===== src/rtl/bcd_pkg.sv =====
// Shared constants, state encoding and digit helpers for the BCD-to-binary converter.
package bcd_pkg;

  localparam logic [3:0] BCD_DIGIT_MAX = 4'd9;
  localparam logic [3:0] DD_THRESH     = 4'd8;
  localparam logic [3:0] DD_CORR       = 4'd3;

  // state | meaning
  // IDLE  | waiting for an input word, in_ready high
  // CONV  | shifting one binary bit per clock, busy high
  // DONE  | result (or error) presented, out_valid high until accepted
  typedef enum logic [1:0] {
    ST_IDLE = 2'd0,
    ST_CONV = 2'd1,
    ST_DONE = 2'd2
  } state_e;

  function automatic logic is_bcd_digit(input logic [3:0] d);
    return (d <= BCD_DIGIT_MAX);
  endfunction

endpackage


===== src/rtl/bcd_to_bin_seq_if.sv =====
// Input/output handshake bundle for the BCD-to-binary converter.
interface bcd_to_bin_seq_if #(
  parameter int DIGITS = 4,
  parameter int BIN_W  = 14
) ();
  logic                  in_valid;
  logic                  in_ready;
  logic [4*DIGITS-1:0]   bcd_in;
  logic                  out_valid;
  logic                  out_ready;
  logic [BIN_W-1:0]      bin_out;
  logic                  err;
  logic                  busy;

  modport master (
    output in_valid, bcd_in, out_ready,
    input  in_ready, out_valid, bin_out, err, busy
  );

  modport slave (
    input  in_valid, bcd_in, out_ready,
    output in_ready, out_valid, bin_out, err, busy
  );
endinterface


===== src/rtl/bcd_digit_fix.sv =====
// Reverse double-dabble digit correction: a digit that reached 8 or more after the shift gets 3 removed.
module bcd_digit_fix
  import bcd_pkg::*;
(
  input  logic [3:0] d_i,
  output logic [3:0] d_o
);

  assign d_o = (d_i >= DD_THRESH) ? (d_i - DD_CORR) : d_i;

endmodule


===== src/rtl/bcd_to_bin_seq.sv =====
// Sequential packed-BCD to unsigned binary converter, one result bit per clock.
module bcd_to_bin_seq
  import bcd_pkg::*;
#(
  parameter int DIGITS = 4,
  parameter int BIN_W  = 14,
  parameter int CNT_W  = 4
) (
  input  logic             clk,
  input  logic             rst,
  bcd_to_bin_seq_if.slave  bus
);

  localparam int BCD_W  = 4 * DIGITS;
  localparam int WORK_W = BCD_W + BIN_W;

  state_e             state_q;
  logic [WORK_W-1:0]  work_q;
  logic [WORK_W-1:0]  work_d;
  logic [WORK_W-1:0]  shifted;
  logic [BCD_W-1:0]   fixed_bcd;
  logic [CNT_W-1:0]   count_q;
  logic [BIN_W-1:0]   bin_q;
  logic               err_q;
  logic               out_valid_q;
  logic               in_ready_q;
  logic               busy_q;
  logic               in_legal;

  // The shifted BCD half is corrected digit by digit in parallel.
  assign shifted = work_q >> 1;

  for (genvar g = 0; g < DIGITS; g++) begin : g_fix
    bcd_digit_fix u_fix (
      .d_i (shifted[BIN_W + 4*g +: 4]),
      .d_o (fixed_bcd[4*g +: 4])
    );
  end

  assign work_d = {fixed_bcd, shifted[BIN_W-1:0]};

  // Whole-word legality: every digit must be 0..9.
  always_comb begin
    in_legal = 1'b1;
    for (int i = 0; i < DIGITS; i++) begin
      if (!is_bcd_digit(bus.bcd_in[4*i +: 4])) in_legal = 1'b0;
    end
  end

  // Control FSM with registered handshake outputs and the shift datapath.
  always_ff @(posedge clk) begin
    if (rst) begin
      state_q     <= ST_IDLE;
      work_q      <= '0;
      count_q     <= '0;
      bin_q       <= '0;
      err_q       <= 1'b0;
      out_valid_q <= 1'b0;
      in_ready_q  <= 1'b1;
      busy_q      <= 1'b0;
    end else begin
      case (state_q)
        ST_IDLE: begin
          if (bus.in_valid) begin
            in_ready_q <= 1'b0;
            if (!in_legal) begin
              // Illegal digits skip conversion entirely and report at once.
              err_q       <= 1'b1;
              bin_q       <= '0;
              out_valid_q <= 1'b1;
              state_q     <= ST_DONE;
            end else begin
              work_q  <= {bus.bcd_in, {BIN_W{1'b0}}};
              count_q <= '0;
              err_q   <= 1'b0;
              busy_q  <= 1'b1;
              state_q <= ST_CONV;
            end
          end
        end
        ST_CONV: begin
          work_q  <= work_d;
          count_q <= count_q + 1'b1;
          if (count_q == CNT_W'(BIN_W - 1)) begin
            // Every legal input leaves nothing in the BCD half after the last shift.
            assert (work_d[WORK_W-1:BIN_W] == '0);
            bin_q       <= work_d[BIN_W-1:0];
            busy_q      <= 1'b0;
            out_valid_q <= 1'b1;
            state_q     <= ST_DONE;
          end
        end
        ST_DONE: begin
          if (bus.out_ready) begin
            out_valid_q <= 1'b0;
            in_ready_q  <= 1'b1;
            state_q     <= ST_IDLE;
          end
        end
        default: begin
          state_q     <= ST_IDLE;
          out_valid_q <= 1'b0;
          in_ready_q  <= 1'b1;
          busy_q      <= 1'b0;
        end
      endcase
    end
  end

  assign bus.in_ready  = in_ready_q;
  assign bus.out_valid = out_valid_q;
  assign bus.bin_out   = bin_q;
  assign bus.err       = err_q;
  assign bus.busy      = busy_q;

endmodule


===== src/flat_wrapper.sv =====
// flat-port wrapper written by rule: the top's interface ports become plain ports
module bcd_to_bin_seq_flat import bcd_pkg::*;
#(
  parameter int DIGITS = 4,
  parameter int BIN_W  = 14,
  parameter int CNT_W  = 4
)
  (clk, rst, bus_in_valid, bus_bcd_in, bus_out_ready, bus_in_ready, bus_out_valid, bus_bin_out, bus_err, bus_busy);
  bcd_to_bin_seq_if #(.DIGITS(DIGITS), .BIN_W(BIN_W)) bus_i ();
  input  logic clk;
  input  logic rst;
  input wire logic [$bits(bus_i.in_valid)-1:0] bus_in_valid;
  input wire logic [$bits(bus_i.bcd_in)-1:0] bus_bcd_in;
  input wire logic [$bits(bus_i.out_ready)-1:0] bus_out_ready;
  output wire logic [$bits(bus_i.in_ready)-1:0] bus_in_ready;
  output wire logic [$bits(bus_i.out_valid)-1:0] bus_out_valid;
  output wire logic [$bits(bus_i.bin_out)-1:0] bus_bin_out;
  output wire logic [$bits(bus_i.err)-1:0] bus_err;
  output wire logic [$bits(bus_i.busy)-1:0] bus_busy;
  assign bus_i.in_valid = bus_in_valid;
  assign bus_i.bcd_in = bus_bcd_in;
  assign bus_i.out_ready = bus_out_ready;
  assign bus_in_ready = bus_i.in_ready;
  assign bus_out_valid = bus_i.out_valid;
  assign bus_bin_out = bus_i.bin_out;
  assign bus_err = bus_i.err;
  assign bus_busy = bus_i.busy;
  bcd_to_bin_seq #(.DIGITS(DIGITS), .BIN_W(BIN_W), .CNT_W(CNT_W)) u_core (.clk(clk), .rst(rst), .bus(bus_i));
endmodule

===== config.mk =====
export PLATFORM = sky130hd
export DESIGN_NAME = bcd_to_bin_seq_flat
export DESIGN_NICKNAME = d
export VERILOG_FILES = /design/src/rtl/bcd_pkg.sv /design/src/rtl/bcd_to_bin_seq_if.sv /design/src/rtl/bcd_digit_fix.sv /design/src/rtl/bcd_to_bin_seq.sv /design/src/flat_wrapper.sv
export SDC_FILE = /design/constraint.sdc
export NUM_CORES = 1
export LEC_CHECK = 0
export BUFFER_PORTS_ARGS = -buffer_cell sky130_fd_sc_hd__buf_4
export CAP_MARGIN = 0
export CORE_ASPECT_RATIO = 0.8
export CORE_MARGIN = 2
export CORE_UTILIZATION = 55
export CTS_BUF_LIST = sky130_fd_sc_hd__clkbuf_8
export DETAILED_ROUTE_END_ITERATION = 12
export GPL_TIMING_DRIVEN = 1
export PLACE_DENSITY = 0.8
export RECOVER_POWER = 100
export REMOVE_ABC_BUFFERS = 1
export SLEW_MARGIN = 10
export SYNTH_ARGS = -nofsm -noshare
export SYNTH_HDL_FRONTEND = slang
export SYNTH_SLANG_ARGS = --single-unit

===== constraint.sdc =====
create_clock -name clk -period 4.2 [get_ports clk]
set_input_delay 0.21 -clock clk [delete_from_list [all_inputs] [get_ports clk]]
set_output_delay 0.21 -clock clk [all_outputs]
set_load 0.01 [all_outputs]

== Word-level counts from Yosys, hierarchy flattened ==
Index checks and enable logic that the tools add are counted.

* Register bits: 54
* Latch bits: 0
* Input bits: 20
* Output and inout bits: 18
* Memory bits (writable): 0
* Memory bits (read-only): 0
* Memories: 0

* Divide/modulo/power cells: 0
* Shifts and indexed selects: 0
* $lt $le $gt $ge: 8
* Add/subtract/negate cells: 5
* Bitwise gates (word level): 2
* Multiplexer cells: 36
* Multiply operators: 0
* Equality and inequality tests: 8
* Reduce and logical (&&, ||, !) cells: 9

{| class="wikitable"
|+ Operators with widths
! cell !! number
|-
| 30-bit two-way mux || 2
|-
| 30-bit one-hot mux with 2 select lines || 1
|-
| 14-bit two-way mux || 3
|-
| 14-bit one-hot mux with 2 select lines || 1
|-
| 4-bit two-way mux || 6
|-
| 4-bit <= comparator, second input constant || 4
|-
| 1-bit two-way mux || 14
|-
| 4-bit greater-or-equal comparator, second input constant || 3
|-
| 4-bit AND reduction || 3
|-
| 4-bit by 2-bit subtractor with 4-bit output, second input constant || 3
|-
| 1-bit one-hot mux with 3 select lines || 3
|-
| 3-bit AND reduction || 3
|-
| 2-bit two-way mux || 4
|-
| 4-bit one-hot mux with 2 select lines || 1
|-
| 2-bit inequality test, second input constant || 3
|-
| 2-bit one-hot mux with 3 select lines || 1
|-
| 4-bit by 1-bit adder with 4-bit output, second input constant || 1
|-
| 4-bit equality test, second input constant || 1
|-
| 3-bit by 4-bit greater-or-equal comparator with 1-bit output, second input constant || 1
|-
| 2-bit by 1-bit inequality test with 1-bit output, second input constant || 2
|-
| 3-bit by 2-bit subtractor with 4-bit output, second input constant || 1
|-
| 2-bit by 1-bit equality test with 1-bit output, second input constant || 1
|-
| 2-bit equality test, second input constant || 1
|-
| 2-bit logical NOT || 1
|-
| other kinds (3) || 4
|}

== Longest topological paths before layout ==
* Depth after elaboration: 8
* Mapped depth: 7
* Mapped depth without buffers: 6

== Modules after synthesis ==
From an unflattened synthesis, not the netlist that was laid out.

* Cell total of the unflattened synthesis: 314
* Area total of the unflattened synthesis: 2786.4 um^2

{| class="wikitable"
|+ By module, submodules not included
! module !! times used !! area an instance (um^2) !! cells an instance !! sequential area each (um^2)
|-
| bcd_to_bin_seq || 1 || 2481.1 || 270 || 1061.0
|-
| bcd_digit_fix || 4 || 76.3 || 11 || 0.0
|}

== Worst setup path after synthesis ==
OpenSTA, ideal clock, no wires.

* Path type: reg2reg
* Start: register u_core.state_q[1]
* End: register u_core.bin_q[0] (netlist: u_core.bus.bin_out[0])
* Data required time: 4083 ps
* Library setup time: 117 ps
* Cell stages (with the launch flop): 6
* Setup slack: 2676 ps
* Arrival: 1407 ps
* Cell sequence: dfxtp_1 clkbuf_1 a21oi_1 a221o_1 buf_6 a32o_1

* Longest elaborated chain between the ends: 3

{| class="wikitable"
|+ Ends and longest elaborated chain
! what !! line !! text
|-
| start: declaration || bcd_to_bin_seq.sv:17 || <nowiki>state_e state_q;</nowiki>
|-
| start signal: assignment || bcd_to_bin_seq.sv:53 || <nowiki>state_q <= ST_IDLE;</nowiki>
|-
| start signal: assignment || bcd_to_bin_seq.sv:71 || <nowiki>state_q <= ST_DONE;</nowiki>
|-
| start signal: assignment || bcd_to_bin_seq.sv:77 || <nowiki>state_q <= ST_CONV;</nowiki>
|-
| 2-bit by 1-bit equality test with 1-bit output / 2-bit logical NOT (equally long branches) || bcd_to_bin_seq.sv:62 || <nowiki>case (state_q)</nowiki>
|-
| 2-bit by 1-bit inequality test with 1-bit output (no line) (tied with other cells) || - ||
|-
| 4-bit AND reduction (no line) || - ||
|-
| end signal: assignment || bcd_to_bin_seq.sv:87 || <nowiki>bin_q <= work_d[BIN_W-1:0];</nowiki>
|-
| end: declaration || bcd_to_bin_seq.sv:23 || <nowiki>logic [BIN_W-1:0] bin_q;</nowiki>
|}

Parallel ways exist; a longest one is shown, timed or not.
A chain may end at the register's enable or synchronous reset.

== Worst setup path in the final report ==
* Start: register u_core.state_q[1]
* End: register u_core.count_q[0]

* Longest elaborated chain between the ends: 3

{| class="wikitable"
|+ Ends and longest elaborated chain
! what !! line !! text
|-
| 2-bit by 1-bit equality test with 1-bit output / 2-bit logical NOT (equally long branches) || bcd_to_bin_seq.sv:62 ||
|-
| 2-bit nonzero test (no line) (tied with other cells) || - ||
|-
| 3-bit AND reduction (no line) || - ||
|-
| end signal: assignment || bcd_to_bin_seq.sv:83 || <nowiki>count_q <= count_q + 1'b1;</nowiki>
|-
| end: declaration || bcd_to_bin_seq.sv:22 || <nowiki>logic [CNT_W-1:0] count_q;</nowiki>
|}

Parallel ways exist; a longest one is shown, timed or not.

==> impl_metrics.json <==
{
  "status": "finished with violations",
  "violations": "capacitance limit, slew limit",
  "synth_area_mm2": 0.002345,
  "arrival_ns": 2.80,
  "cts_max_path_buffers": 2,
  "wl_per_cell_um": 14.34,
  "critical_path_class": "flop to flop",
  "post_cts_buffers": 0,
  "synth_top_area_share": 0.4525,
  "cts_sinks": 53,
  "row_count": 21,
  "io_buffers": 37,
  "grt_usage": 0.2157,
  "final_antenna_net_count": 0,
  "dp_hpwl_um": 3164,
  "antenna_found_initial": 0,
  "tightest_slew_ns": 1.616,
  "worstPathMaxFanout": 30,
  "root_buffer": "clkbuf_8",
  "grt_pass1_vias": 1800,
  "nets": 296,
  "synth_edf_count": 0,
  "internal-power_w": 0.0006846,
  "grt-ovfl-total": 0,
  "ios": 38,
  "fin_crit_sh": 0.6071,
  "cts_tree": "done",
  "powerDensity_mw_per_mm2": 354.7,
  "final_area_mm2": 0.002638,
  "drcViolationCount": 0,
  "grt_pass1_wl_um": 8459,
  "synth_commonest_cells": "dfxtp_1 (53), nand2_1 (27), a32o_1 (14), mux2i_1 (14), a22o_1 (13)",
  "hold_buffers": 0,
  "pre_cts_ws_ns": 2.014,
  "finalSetupViolCount": 0,
  "slew_violations": 16,
  "rsz0062_at_grt": "false",
  "drt-pass1-iter-count": 4,
  "die_area_mm2": 0.004805,
  "ctsResizeCount": 0,
  "ctsHtreeMaxLevel": 2,
  "maxCapViolations": 1,
  "fin_crit_ns": 2.550,
  "totalNegativeSetupSlack_ns": 0,
  "drt_iter0_drc": 201,
  "fp.dieH_um": 62.40,
  "end_kind": "flop",
  "slew_headroom": -0.08357,
  "fin_util": 0.6353,
  "vdd_drop_max_mv": 0.2499,
  "syn_inst": 240,
  "synth.area.top_cells": "dfxtp_1 (45%), a32o_1 (6.0%), mux2i_1 (6.0%)",
  "synth.most_common_cell": "dfxtp_1",
  "cts-buffers-inserted": 5,
  "clock_latency_ns": 0.30,
  "clock_skew_ns": 0.005055,
  "regArea_mm2": 0.001061,
  "multiInputGateArea_mm2": 0.001156,
  "swShare": 0.2682,
  "comb_power_share": 0.116,
  "floorplan.initialDensity": 0.5648,
  "die_x_um": 77,
  "finalHoldViolCount": 0,
  "vias": 1894,
  "clock_power_share": 0.314,
  "syn_avg_cell_area_um2": 9.770,
  "clk_pin_slew_ns": 0.10,
  "yosysTopAreaCell": "dfxtp_1",
  "nFillCells": 390,
  "vias_per_cell": 5.810,
  "ys.flop_type": "dfxtp_1",
  "place_congestion": 0.8933,
  "drt_wl_total_um": 4675,
  "required_ns": 4.45,
  "ys_ff_latch": 53,
  "place_area_mm2": 0.002616,
  "ys_seq_area_frac": 0.4525,
  "timing.fmax_mhz": 392.2,
  "p_sw_w": 0.0002510,
  "grt_start_max_net_pins": 35,
  "fin_ws_ns": 1.650,
  "yosysWarningCount": 0,
  "diodes": 0,
  "p_seq_frac": 0.569,
  "startpoint_type": "flop",
  "core-area_mm2": 0.004151,
  "area_growth_pct": 12.49,
  "hp-class": "primary input to flop",
  "synth_cell_types": 36,
  "async_flop_share": 0,
  "drive_above_1_share": 0.1190,
  "leakage_nw": 1.030
}
layout make-up:
type                       instances  area share
clock buffer                       5     0.02609
inverter                          10     0.01423
tap                               57     0.02704
clock inverter                     3    0.009488
timing repair buffer              38     0.08254
sequential                        53      0.4023
multi-input combinational        160      0.4383
worst paths after layout:
check        cells past startpoint                    to                 start  slack (ns)
min reg2reg                      2  u_core.bus.out_valid  u_core.bus.out_valid        0.48
min                              3     u_core.work_q[29]        bus_bcd_in[15]        0.19
max reg2reg                      3     u_core.count_q[0]     u_core.state_q[1]        1.65
max                              3     u_core.count_q[0]     u_core.state_q[1]        1.65
state kept, by name, summed over array words and instances (netlist names):
register,flops
u_core.bus.in_ready,1
u_core.work_q,29
u_core.bus.bin_out,14
u_core.bus.busy,1
u_core.state_q,2
u_core.bus.err,1
u_core.count_q,4
u_core.bus.out_valid,1
logic make-up (layout without fill, tap and decap cells):
family / after synthesis / after routing / synth area share
fa+ha+maj: 8 / 8 / 0.04269
flops: 53 / 53 / 0.4525
xor+xnor: 6 / 6 / 0.02241
compound gates: 75 / 75 / 0.2503
mux: 15 / 15 / 0.06457
simple gates: 56 / 56 / 0.1142
buf+inv: 27 / 56 / 0.05336
cell usage in the layout (no fill, tap or decap), drive strengths merged, types with 3 or more instances in the layout:
| master | instances |
|---|---|
| a211o | 3 |
| o211ai | 11 |
| buf | 20 |
| nor2 | 9 |
| nand2 | 27 |
| dfxtp | 53 |
| a21oi | 7 |
| a211oi | 4 |
| nand3 | 3 |
| a32o | 14 |
| a221oi | 3 |
| a31oi | 4 |
| a22o | 13 |
| a311oi | 3 |
| nor2b | 6 |
| o21ai | 10 |
| ha | 8 |
| inv | 11 |
| clkbuf | 23 |
| mux2i | 14 |
| nand2b | 4 |
| xnor2 | 6 |
layer usage:
metal,up-vias,global-route usage,part of all wire
met5,-,0,0
met4,0,0.07366,0
met3,0,0.04335,0.041
met2,38,0.3410,0.47
met1,911,0.2974,0.49
li1,945,-,-
critical path, stage by stage (launching register included):
cell and delay [ns]:
dfxtp_1 0.52, nor2b_2 0.28, a211oi_1 1.35, mux2_2 0.34
power groups by stage:
stage	combinational, W	clock, W	sequential [W]
final	0.000109	0.000294	0.000533
after global routing	0.000123	0.000329	0.000536
after CTS	0.000113	0.000304	0.000532
after detailed placement	0.000112	0	0.000544
after global placement	0.000111	0	0.000544
after floorplan	0.0000695	0	0.000542
per-stage QoR:
| step | power, W | hold WS, ns | std cells |
|---|---|---|---|
| floorplan | 0.0006116 | 0.2791 | 223 |
| global placement | 0.0006547 | 0.4605 | 318 |
| detailed placement | 0.0006563 | 0.4737 | 318 |
| CTS | 0.0009500 | 0.1778 | 326 |
| global route | 0.0009877 | 0.1771 | 326 |
| finish | 0.0009355 | 0.1864 | 326 |
Power figures use the tool's default switching activity.
